$ cat config.mk
export PLATFORM = sky130hd
export DESIGN_NAME = rice_core_trap_ctrl
export DESIGN_NICKNAME = d
export VERILOG_FILES = /design/src/rtl/rice_core_trap_ctrl.sv
export SDC_FILE = /design/constraint.sdc
export NUM_CORES = 1
export LEC_CHECK = 0
export CORE_UTILIZATION = 46
export DETAILED_ROUTE_END_ITERATION = 8
export PLACE_DENSITY = 0.68
export SYNTH_ARGS = -nofsm -noshare
export SYNTH_HDL_FRONTEND = slang
export SYNTH_SLANG_ARGS = --single-unit
$ cat constraint.sdc
create_clock -name i_clk -period 4.7 [get_ports i_clk]
set_input_delay 0.705 -clock i_clk [delete_from_list [all_inputs] [get_ports i_clk]]
set_output_delay 0.705 -clock i_clk [all_outputs]
set_load 0.03 [all_outputs]
$ cat src/rtl/rice_core_trap_ctrl.sv
// ---------------------------------------------------------------------------
// rice_core_trap_ctrl
//   Machine-mode trap / CSR controller for the rice core. Takes exceptions,
//   mret and the execute-stage pc, and returns the privilege level, trap
//   target and return target. Holds the M-mode trap CSRs plus the 64-bit
//   mcycle / minstret counters and serves one CSR access per cycle with a
//   combinational read path. Supports M and U privilege modes.
//
// Ports
//   i_clk, i_rst_n              clock, asynchronous active-low reset
//   i_exception_valid/_code/_value  trap request, cause code, trap value
//   i_mret                      mret executed this cycle
//   i_pc                        pc of the instruction in execute
//   i_retire                    instruction retired (minstret increment)
//   i_csr_valid/_address/_op/_wdata  CSR access (op: 00 RD 01 RW 10 RS 11 RC)
//   o_csr_rdata, o_csr_illegal  old CSR value (0 if illegal), reject flag
//   o_privilege_level           2'b11 M, 2'b00 U
//   o_trap_pc, o_return_pc      mtvec base, mepc
// ---------------------------------------------------------------------------
module rice_core_trap_ctrl #(
  parameter int               XLEN       = 32,
  parameter logic [XLEN-1:0]  RESET_TVEC = 32'h0000_0000,
  parameter logic [XLEN-1:0]  MISA_VALUE = 32'h4010_0100
) (
  input  logic            i_clk,
  input  logic            i_rst_n,
  input  logic            i_exception_valid,
  input  logic [3:0]      i_exception_code,
  input  logic [XLEN-1:0] i_exception_value,
  input  logic            i_mret,
  input  logic [XLEN-1:0] i_pc,
  input  logic            i_retire,
  input  logic            i_csr_valid,
  input  logic [11:0]     i_csr_address,
  input  logic [1:0]      i_csr_op,
  input  logic [XLEN-1:0] i_csr_wdata,
  output logic [XLEN-1:0] o_csr_rdata,
  output logic            o_csr_illegal,
  output logic [1:0]      o_privilege_level,
  output logic [XLEN-1:0] o_trap_pc,
  output logic [XLEN-1:0] o_return_pc
);

  localparam logic [1:0] PRIV_M = 2'b11;
  localparam logic [1:0] PRIV_U = 2'b00;
  localparam logic [XLEN-1:0] ALIGN_MASK = 32'hFFFF_FFFC;

  logic [1:0]      r_priv;
  logic            r_mie;
  logic            r_mpie;
  logic [1:0]      r_mpp;
  logic [XLEN-1:0] r_mtvec;
  logic [XLEN-1:0] r_mscratch;
  logic [XLEN-1:0] r_mepc;
  logic [3:0]      r_mcause;
  logic [XLEN-1:0] r_mtval;
  logic [63:0]     r_mcycle;
  logic [63:0]     r_minstret;

  logic            w_mapped;
  logic [XLEN-1:0] w_old;
  logic [XLEN-1:0] w_new;
  logic            w_is_write;
  logic            w_illegal;
  logic            w_mret_take;
  logic            w_wr_en;

  // Only M (11) and U (00) are supported; 01/10 fall back to U.
  function automatic logic [1:0] warl_mpp(input logic [1:0] v);
    return (v == PRIV_M) ? PRIV_M : PRIV_U;
  endfunction

  // CSR address decode and old-value mux.
  always_comb begin
    w_mapped = 1'b1;
    w_old    = 32'h0000_0000;
    case (i_csr_address)
      12'h300: w_old = {19'd0, r_mpp, 3'd0, r_mpie, 3'd0, r_mie, 3'd0};
      12'h301: w_old = MISA_VALUE;
      12'h305: w_old = r_mtvec;
      12'h340: w_old = r_mscratch;
      12'h341: w_old = r_mepc;
      12'h342: w_old = {28'd0, r_mcause};
      12'h343: w_old = r_mtval;
      12'hB00: w_old = r_mcycle[31:0];
      12'hB80: w_old = r_mcycle[63:32];
      12'hB02: w_old = r_minstret[31:0];
      12'hB82: w_old = r_minstret[63:32];
      12'hF14: w_old = 32'h0000_0000;
      default: w_mapped = 1'b0;
    endcase
  end

  assign w_is_write = (i_csr_op != 2'b00);
  // misa is read-only even though its address lies in the read/write range.
  assign w_illegal  = i_csr_valid &
                      (~w_mapped |
                       (w_is_write & ((i_csr_address[11:10] == 2'b11) |
                                      (i_csr_address == 12'h301))) |
                       (r_priv < i_csr_address[9:8]));

  // New value for the addressed CSR before WARL masking.
  always_comb begin
    case (i_csr_op)
      2'b01:   w_new = i_csr_wdata;
      2'b10:   w_new = w_old | i_csr_wdata;
      2'b11:   w_new = w_old & ~i_csr_wdata;
      default: w_new = w_old;
    endcase
  end

  assign w_mret_take = i_mret & (r_priv == PRIV_M);
  // Exception and a taken mret both suppress the CSR write.
  assign w_wr_en     = i_csr_valid & w_is_write & ~w_illegal &
                       ~i_exception_valid & ~w_mret_take;

  assign o_csr_illegal     = w_illegal;
  assign o_csr_rdata       = (i_csr_valid & ~w_illegal) ? w_old : 32'h0000_0000;
  assign o_privilege_level = r_priv;
  assign o_trap_pc         = r_mtvec & ALIGN_MASK;
  assign o_return_pc       = r_mepc;

  // Trap state, CSR writes and counters; a counter write overrides the increment.
  always_ff @(posedge i_clk or negedge i_rst_n) begin
    if (!i_rst_n) begin
      r_priv     <= PRIV_M;
      r_mie      <= 1'b0;
      r_mpie     <= 1'b0;
      r_mpp      <= PRIV_M;
      r_mtvec    <= RESET_TVEC & ALIGN_MASK;
      r_mscratch <= 32'h0000_0000;
      r_mepc     <= 32'h0000_0000;
      r_mcause   <= 4'd0;
      r_mtval    <= 32'h0000_0000;
      r_mcycle   <= 64'd0;
      r_minstret <= 64'd0;
    end else begin
      r_mcycle <= r_mcycle + 64'd1;
      if (i_retire && !i_exception_valid) begin
        r_minstret <= r_minstret + 64'd1;
      end
      if (i_exception_valid) begin
        r_mepc   <= i_pc & ALIGN_MASK;
        r_mcause <= i_exception_code;
        r_mtval  <= i_exception_value;
        r_mpie   <= r_mie;
        r_mie    <= 1'b0;
        r_mpp    <= r_priv;
        r_priv   <= PRIV_M;
      end else if (w_mret_take) begin
        r_priv <= r_mpp;
        r_mie  <= r_mpie;
        r_mpie <= 1'b1;
        r_mpp  <= PRIV_U;
      end else if (w_wr_en) begin
        case (i_csr_address)
          12'h300: begin
            r_mie  <= w_new[3];
            r_mpie <= w_new[7];
            r_mpp  <= warl_mpp(w_new[12:11]);
          end
          12'h305: r_mtvec    <= w_new & ALIGN_MASK;
          12'h340: r_mscratch <= w_new;
          12'h341: r_mepc     <= w_new & ALIGN_MASK;
          12'h342: r_mcause   <= w_new[3:0];
          12'h343: r_mtval    <= w_new;
          12'hB00: r_mcycle   <= {r_mcycle[63:32], w_new};
          12'hB80: r_mcycle   <= {w_new, r_mcycle[31:0]};
          12'hB02: r_minstret <= {r_minstret[63:32], w_new};
          12'hB82: r_minstret <= {w_new, r_minstret[31:0]};
          default: r_mscratch <= r_mscratch;
        endcase
      end else begin
        r_priv <= r_priv;
      end
    end
  end

endmodule

==> impl_metrics.toml, run 1 <==
[job]
maxCapViolCount = 0

[critical_path]
r2r_cells = 7
r2r-end = "r_mcycle[44]"
crit_fanout = 13
crit_arrival_ns = 3.82
critPathLaunchType = "input pin"
reg2reg_slack_ns = 1.58
reg2reg_from = "o_privilege_level[1]"
setup.worst_path.class = "in -> out"
setup.worst_path.start = "i_csr_address[10]"
worstSetupEndpointType = "output pin"
required_ns = 3.99

[placement]
placed_cells = 2693
post_dp_cell_area_um2 = 20300
gp_congestion = 1.01
place_ws_ns = 0.241
portBuffers = 212
dp_hpwl_mm = 56.3

[synth]
synth_cells = 2026
yosys_warnings = 0
netlist_area_um2 = 17400
synth_cell_types = 93
synth-async-reset-ratio_pct = 100
yosysSeqAreaShare_pct = 37.7
avgSynthCellArea_um2 = 8.58
synth_edf_count = 0
synthFlopType = "dfrtp_1"
ys_ff_latch = 262

[floorplan]
die_area_um2 = 38600
placementRows = 70
die_w_um = 196
core_um2 = 36900
ios = 219
start_util_pct = 47.2
die_h_um = 196

[routing]
drc = 0
initialDrtViolationCount = 2378
firstDrtPassIters = 6
antenna_left = 0
wl_per_cell_um = 28.0
viasPerCell = 6.80
wl_mm = 77.0
vias = 18700

[final_layout]
antenna_cells = 0
final_layout_size_suffix_gt1_share_pct = 12.9
finalInstanceArea_um2 = 21400
layout.nets = 2348
area_growth_pct = 22.9
final_common_cell = "dfrtp_1"
final_cell_mix = "dfrtp_1, nand2_1, o21ai_0"
final_core_util_pct = 58.0
final_cells = 2750

[power_and_ir_drop]
vdd_drop_max_v = 0.000288
totalPowerFinal_mw = 6.01
power.density_nw_per_um2 = 281
p_leak_nw = 8.36

[global_route]
overflow = 0
grt_pass1_wl_mm = 115
grt_max_degree = 124
antenna_found_initial = 2
grt_pass1_vias = 18000
grtUsageTotal_pct = 39.7

[clocking]
cts.sinks = 262
hold_buffers = 0
cts_max_path_buffers = 3
cts_resized = 0
clock_latency_ns = 0.55
cts-root-buf = "clkbuf_16"
postCtsSetupBuffers = 0
numCtsBuffers = 34
h-tree-depth = 2
cts_tree = "yes"
path_clk_slew_ns = 0.05

[sta]
setup_ws_ns = 0.180
setup_viol = 0
worst-slew-pin-transition_ns = 1.24
finalCritPeriodShare_pct = 96.2
hold_violations = 0
fmax_mhz = 221
fin_crit_ns = 4.52
holdWs_ns = 0.270
fin_skew_ns = 0.0209
max_slew_margin_pct = 16.7
tns_ns = 0
drv_slew = 0
rsz0062_at_grt = "false"

[outcome]
status = "completed"

[hold_path]
holdCritPathClass = "in -> async"
[sequential cells by signal, summed over array words and instances (netlist names)]
register and count:
o_return_pc 30, r_mtval 32, r_mtvec 30, o_privilege_level 2, r_mpie 1, r_mcycle 64, r_mscratch 32, r_mie 1
r_mpp 2, r_mcause 4, r_minstret 64
[worst max-delay path: stages]
cell	delay [ns]
clkdlybuf4s50_1	0.67
nor4_2	0.10
buf_4	0.17
nand2_1	0.53
nor2_1	0.24
a2111oi_0	0.99
nor2_1	0.19
buf_12	0.21
[per-layer routing]
layer,GRT usage [%],routed length [um]
met1,52.3,30100
met2,62.4,34800
met3,8.66,8270
met4,18.2,3860
met5,0,29
[where the power goes]
part           internal (mW)  switching (mW)
Sequential              2.37           0.133
Combinational          0.367           0.583
Clock                   1.50            1.06
Total                   4.23            1.78
[cell type report]
class                      count  area (um^2)
fill                        3318        15500
multi-input combinational   1580        10000
sequential                   262         6560
timing repair buffer         317         2980
clock buffer                  49          977
tap                          504          631
inverter                      30          113
clock inverter                 8         83.8
[Yosys cell counts, drive strengths merged, types with 22 or more instances]
| library cell | number | area (um^2) |
|---|---|---|
| mux2 | 34 | 383 |
| o21ai | 213 | 1070 |
| nand2 | 219 | 822 |
| xnor2 | 29 | 254 |
| dfrtp | 258 | 6460 |
| and3 | 22 | 138 |
| mux2i | 59 | 591 |
| a211oi | 40 | 300 |
| nor2 | 159 | 607 |
| a22oi | 67 | 503 |
| inv | 30 | 113 |
| nand4 | 67 | 419 |
| a21oi | 143 | 716 |
| nor4 | 50 | 408 |
| clkbuf | 66 | 250 |
| nor3 | 54 | 292 |
| a221oi | 58 | 564 |
| nand3 | 67 | 365 |
| buf | 91 | 522 |
[how the worst max path moves through the flow]
| stage | end | slack [ns] | cells after the start |
|---|---|---|---|
| floorplan | o_csr_rdata[26] | 0.99 | 9 |
| global placement | r_mcycle[44] | 0.32 | 7 |
| detailed placement | r_mcycle[44] | 0.24 | 7 |
| CTS | o_csr_rdata[5] | 0.30 | 7 |
| global route | o_csr_rdata[26] | 0.16 | 9 |
| finish | o_csr_rdata[9] | 0.18 | 8 |
[cells by family after synthesis]
family | Yosys count | share of synthesized area (%)
AO/OA/AOI/OAI | 685 | 26.0
XOR/XNOR | 29 | 1.46
adder cells (fa/ha/maj) | 3 | 0.216
buffers and inverters | 187 | 5.09
flip-flops | 262 | 37.7
multiplexers | 101 | 6.63
other | 1 | 0.0216
AND/OR/NAND/NOR | 758 | 22.9
Power figures use the tool's default switching activity.
==> run 2, diff against run 1 <==
--- a/config.mk
+++ b/config.mk
@@ -8,6 +8,7 @@
 export CORE_UTILIZATION = 46
 export DETAILED_ROUTE_END_ITERATION = 8
 export PLACE_DENSITY = 0.68
+export SKIP_LAST_GASP = 1
 export SYNTH_ARGS = -nofsm -noshare
 export SYNTH_HDL_FRONTEND = slang
 export SYNTH_SLANG_ARGS = --single-unit
==> results of run 2 <==
Same layout as run 1: the final DEF is identical, and so are final timing and power.
==> run 3, diff against run 2 <==
--- a/config.mk
+++ b/config.mk
@@ -7,6 +7,7 @@
 export LEC_CHECK = 0
 export CORE_UTILIZATION = 46
 export DETAILED_ROUTE_END_ITERATION = 8
+export MAX_ROUTING_LAYER = met4
 export PLACE_DENSITY = 0.68
 export SKIP_LAST_GASP = 1
 export SYNTH_ARGS = -nofsm -noshare
==> constraint.sdc (replaced) <==
create_clock -name i_clk -period 4.7 [get_ports i_clk]
set_input_delay 0.94 -clock i_clk [delete_from_list [all_inputs] [get_ports i_clk]]
set_output_delay 0.94 -clock i_clk [all_outputs]
set_load 0.03 [all_outputs]
==> run 3 against run 2 <==
Routed wire length increased by 1.7%. Die area unchanged. Total power increased by 3.3%. Register-to-register slack got worse by 0.26 ns. Sequential power about the same. Via count increased by 1.4%. Critical path type unchanged. Highest routed layer is now met4.
==> impl_metrics.toml, run 3 (synthesis results as in run 1) <==
[outcome]
status = "completed"

[clocking]
cts_tree = "yes"
path_clk_slew_ns = 0.05
numCtsBuffers = 34
cts_max_path_buffers = 3
cts-root-buf = "clkbuf_16"
cts.sinks = 262
h-tree-depth = 2
clock_latency_ns = 0.55
hold_buffers = 0

[floorplan]
ios = 219
placementRows = 70
die_w_um = 196
die_area_um2 = 38600
start_util_pct = 47.2
core_um2 = 36900
die_h_um = 196

[routing]
vias = 19000
firstDrtPassIters = 5
wl_per_cell_um = 28.2
viasPerCell = 6.84
initialDrtViolationCount = 2316
antenna_left = 0
wl_mm = 78.3
drc = 0

[hold_path]
holdCritPathClass = "in -> async"

[power_and_ir_drop]
power.density_nw_per_um2 = 286
p_leak_nw = 8.53
vdd_drop_max_v = 0.000218

[final_layout]
antenna_cells = 0
final_cells = 2773
final_common_cell = "dfrtp_1"
final_cell_mix = "dfrtp_1, nand2_1, o21ai_0"
layout.nets = 2371
area_growth_pct = 24.8
reg.largest.list = "r_mcycle x64, r_minstret x64"
final_layout_size_suffix_gt1_share_pct = 14.0

[placement]
gp_congestion = 1.02
portBuffers = 212
place_ws_ns = 0.172
placed_cells = 2716
dp_hpwl_mm = 57.2

[global_route]
antenna_found_initial = 1
grt_pass1_vias = 17800
overflow = 0
grt_util_met3_pct = 6.49
grt_pass1_wl_mm = 115
grt_max_degree = 104
grt.met2_usage_pct = 64.1
grt-busiest-layer = "met2"
grtUsageTotal_pct = 41.4
use_met1_pct = 53.9

[sta]
tns_ns = 0
setup_viol = 0
drv_slew = 0
hold_violations = 0
worst-slew-pin-transition_ns = 1.30
finalCritPeriodShare_pct = 97.9
fin_crit_ns = 4.60
max_slew_margin_pct = 12.7
rsz0062_at_grt = "false"
fin_skew_ns = 0.0200
setup_ws_ns = 0.0994
fmax_mhz = 217

[job]
maxCapViolCount = 0

[critical_path]
worstSetupEndpointType = "output pin"
required_ns = 3.76
crit_fanout = 18
critPathLaunchType = "input pin"
crit_arrival_ns = 3.66
setup.worst_path.class = "in -> out"
-- run 3: cell types whose count changed in the layout (fill, tap and decap cells not counted), sizes merged --
cell and delta:
clkinv -1, bufinv +3, clkbuf -4, clkinvlp +2
buf +23
-- run 3: report_power, final --
part	internal [mW]	switching [mW]	leakage (nW)	total, mW
Sequential	2.37	0.134	3.29	2.50
Combinational	0.378	0.593	4.68	0.971
Clock	1.66	1.07	0.556	2.74
Total	4.41	1.80	8.53	6.21
-- run 3: layout make-up --
type / instances / area, um^2
multi-input cells: 1580 / 10000
fillers: 3366 / 15200
clock buffers: 45 / 963
well taps: 504 / 631
flip-flops and latches: 262 / 6560
inverters: 30 / 113
repair buffers: 340 / 3230
clock inverters: 12 / 179
-- run 3: critical path, cell delays in order --
cell and delay, ns:
clkdlybuf4s50_1 0.63, buf_4 0.29, or4b_2 0.60, buf_4 0.25
nor4_1 0.26, a311oi_1 0.10, a21oi_1 0.39, buf_12 0.18
-- run 3: path summary, 6_finish.rpt --
kind / from / endpoint / slack [ns] / cells after the start
max: i_csr_address[2] / o_csr_rdata[8] / 0.1 / 8
min: i_rst_n / r_mtval[18] / 0.44 / 1
max reg2reg: r_minstret[4] / r_minstret[48] / 1.32 / 6
min reg2reg: r_mscratch[21] / r_mscratch[21] / 0.48 / 2
max in group asynchronous: i_rst_n / r_mcycle[43] / 3.23 / 2
min in group i_clk: r_mscratch[21] / r_mscratch[21] / 0.48 / 2
-- run 3: metal layers --
layer,wire length (um),up-vias
met2,35900,1258
li1,-,8181
met1,30800,9298
met4,3520,0
met3,8000,232
met5,0,-
-- run 3: what timing repair did --
| item | 4_1_cts | 5_1_grt |
|---|---|---|
| resized for setup | 0 | 1 |
| setup buffers | 0 | 0 |
| endpoints found under the setup margin | 0 | 1 |
-- run 3: per-stage QoR --
stage                     utilization (%)  power (mW)  instance area (um^2)  hold WS (ns)
after floorplan                         -        2.98                 17400         0.442
after global placement               55.8        3.46                 20600         0.461
after detailed placement             55.8        3.48                 20600         0.466
after CTS                            58.9        6.20                 21700         0.479
after global routing                 58.9        6.38                 21700         0.511
final                                58.9        6.21                 21700         0.440
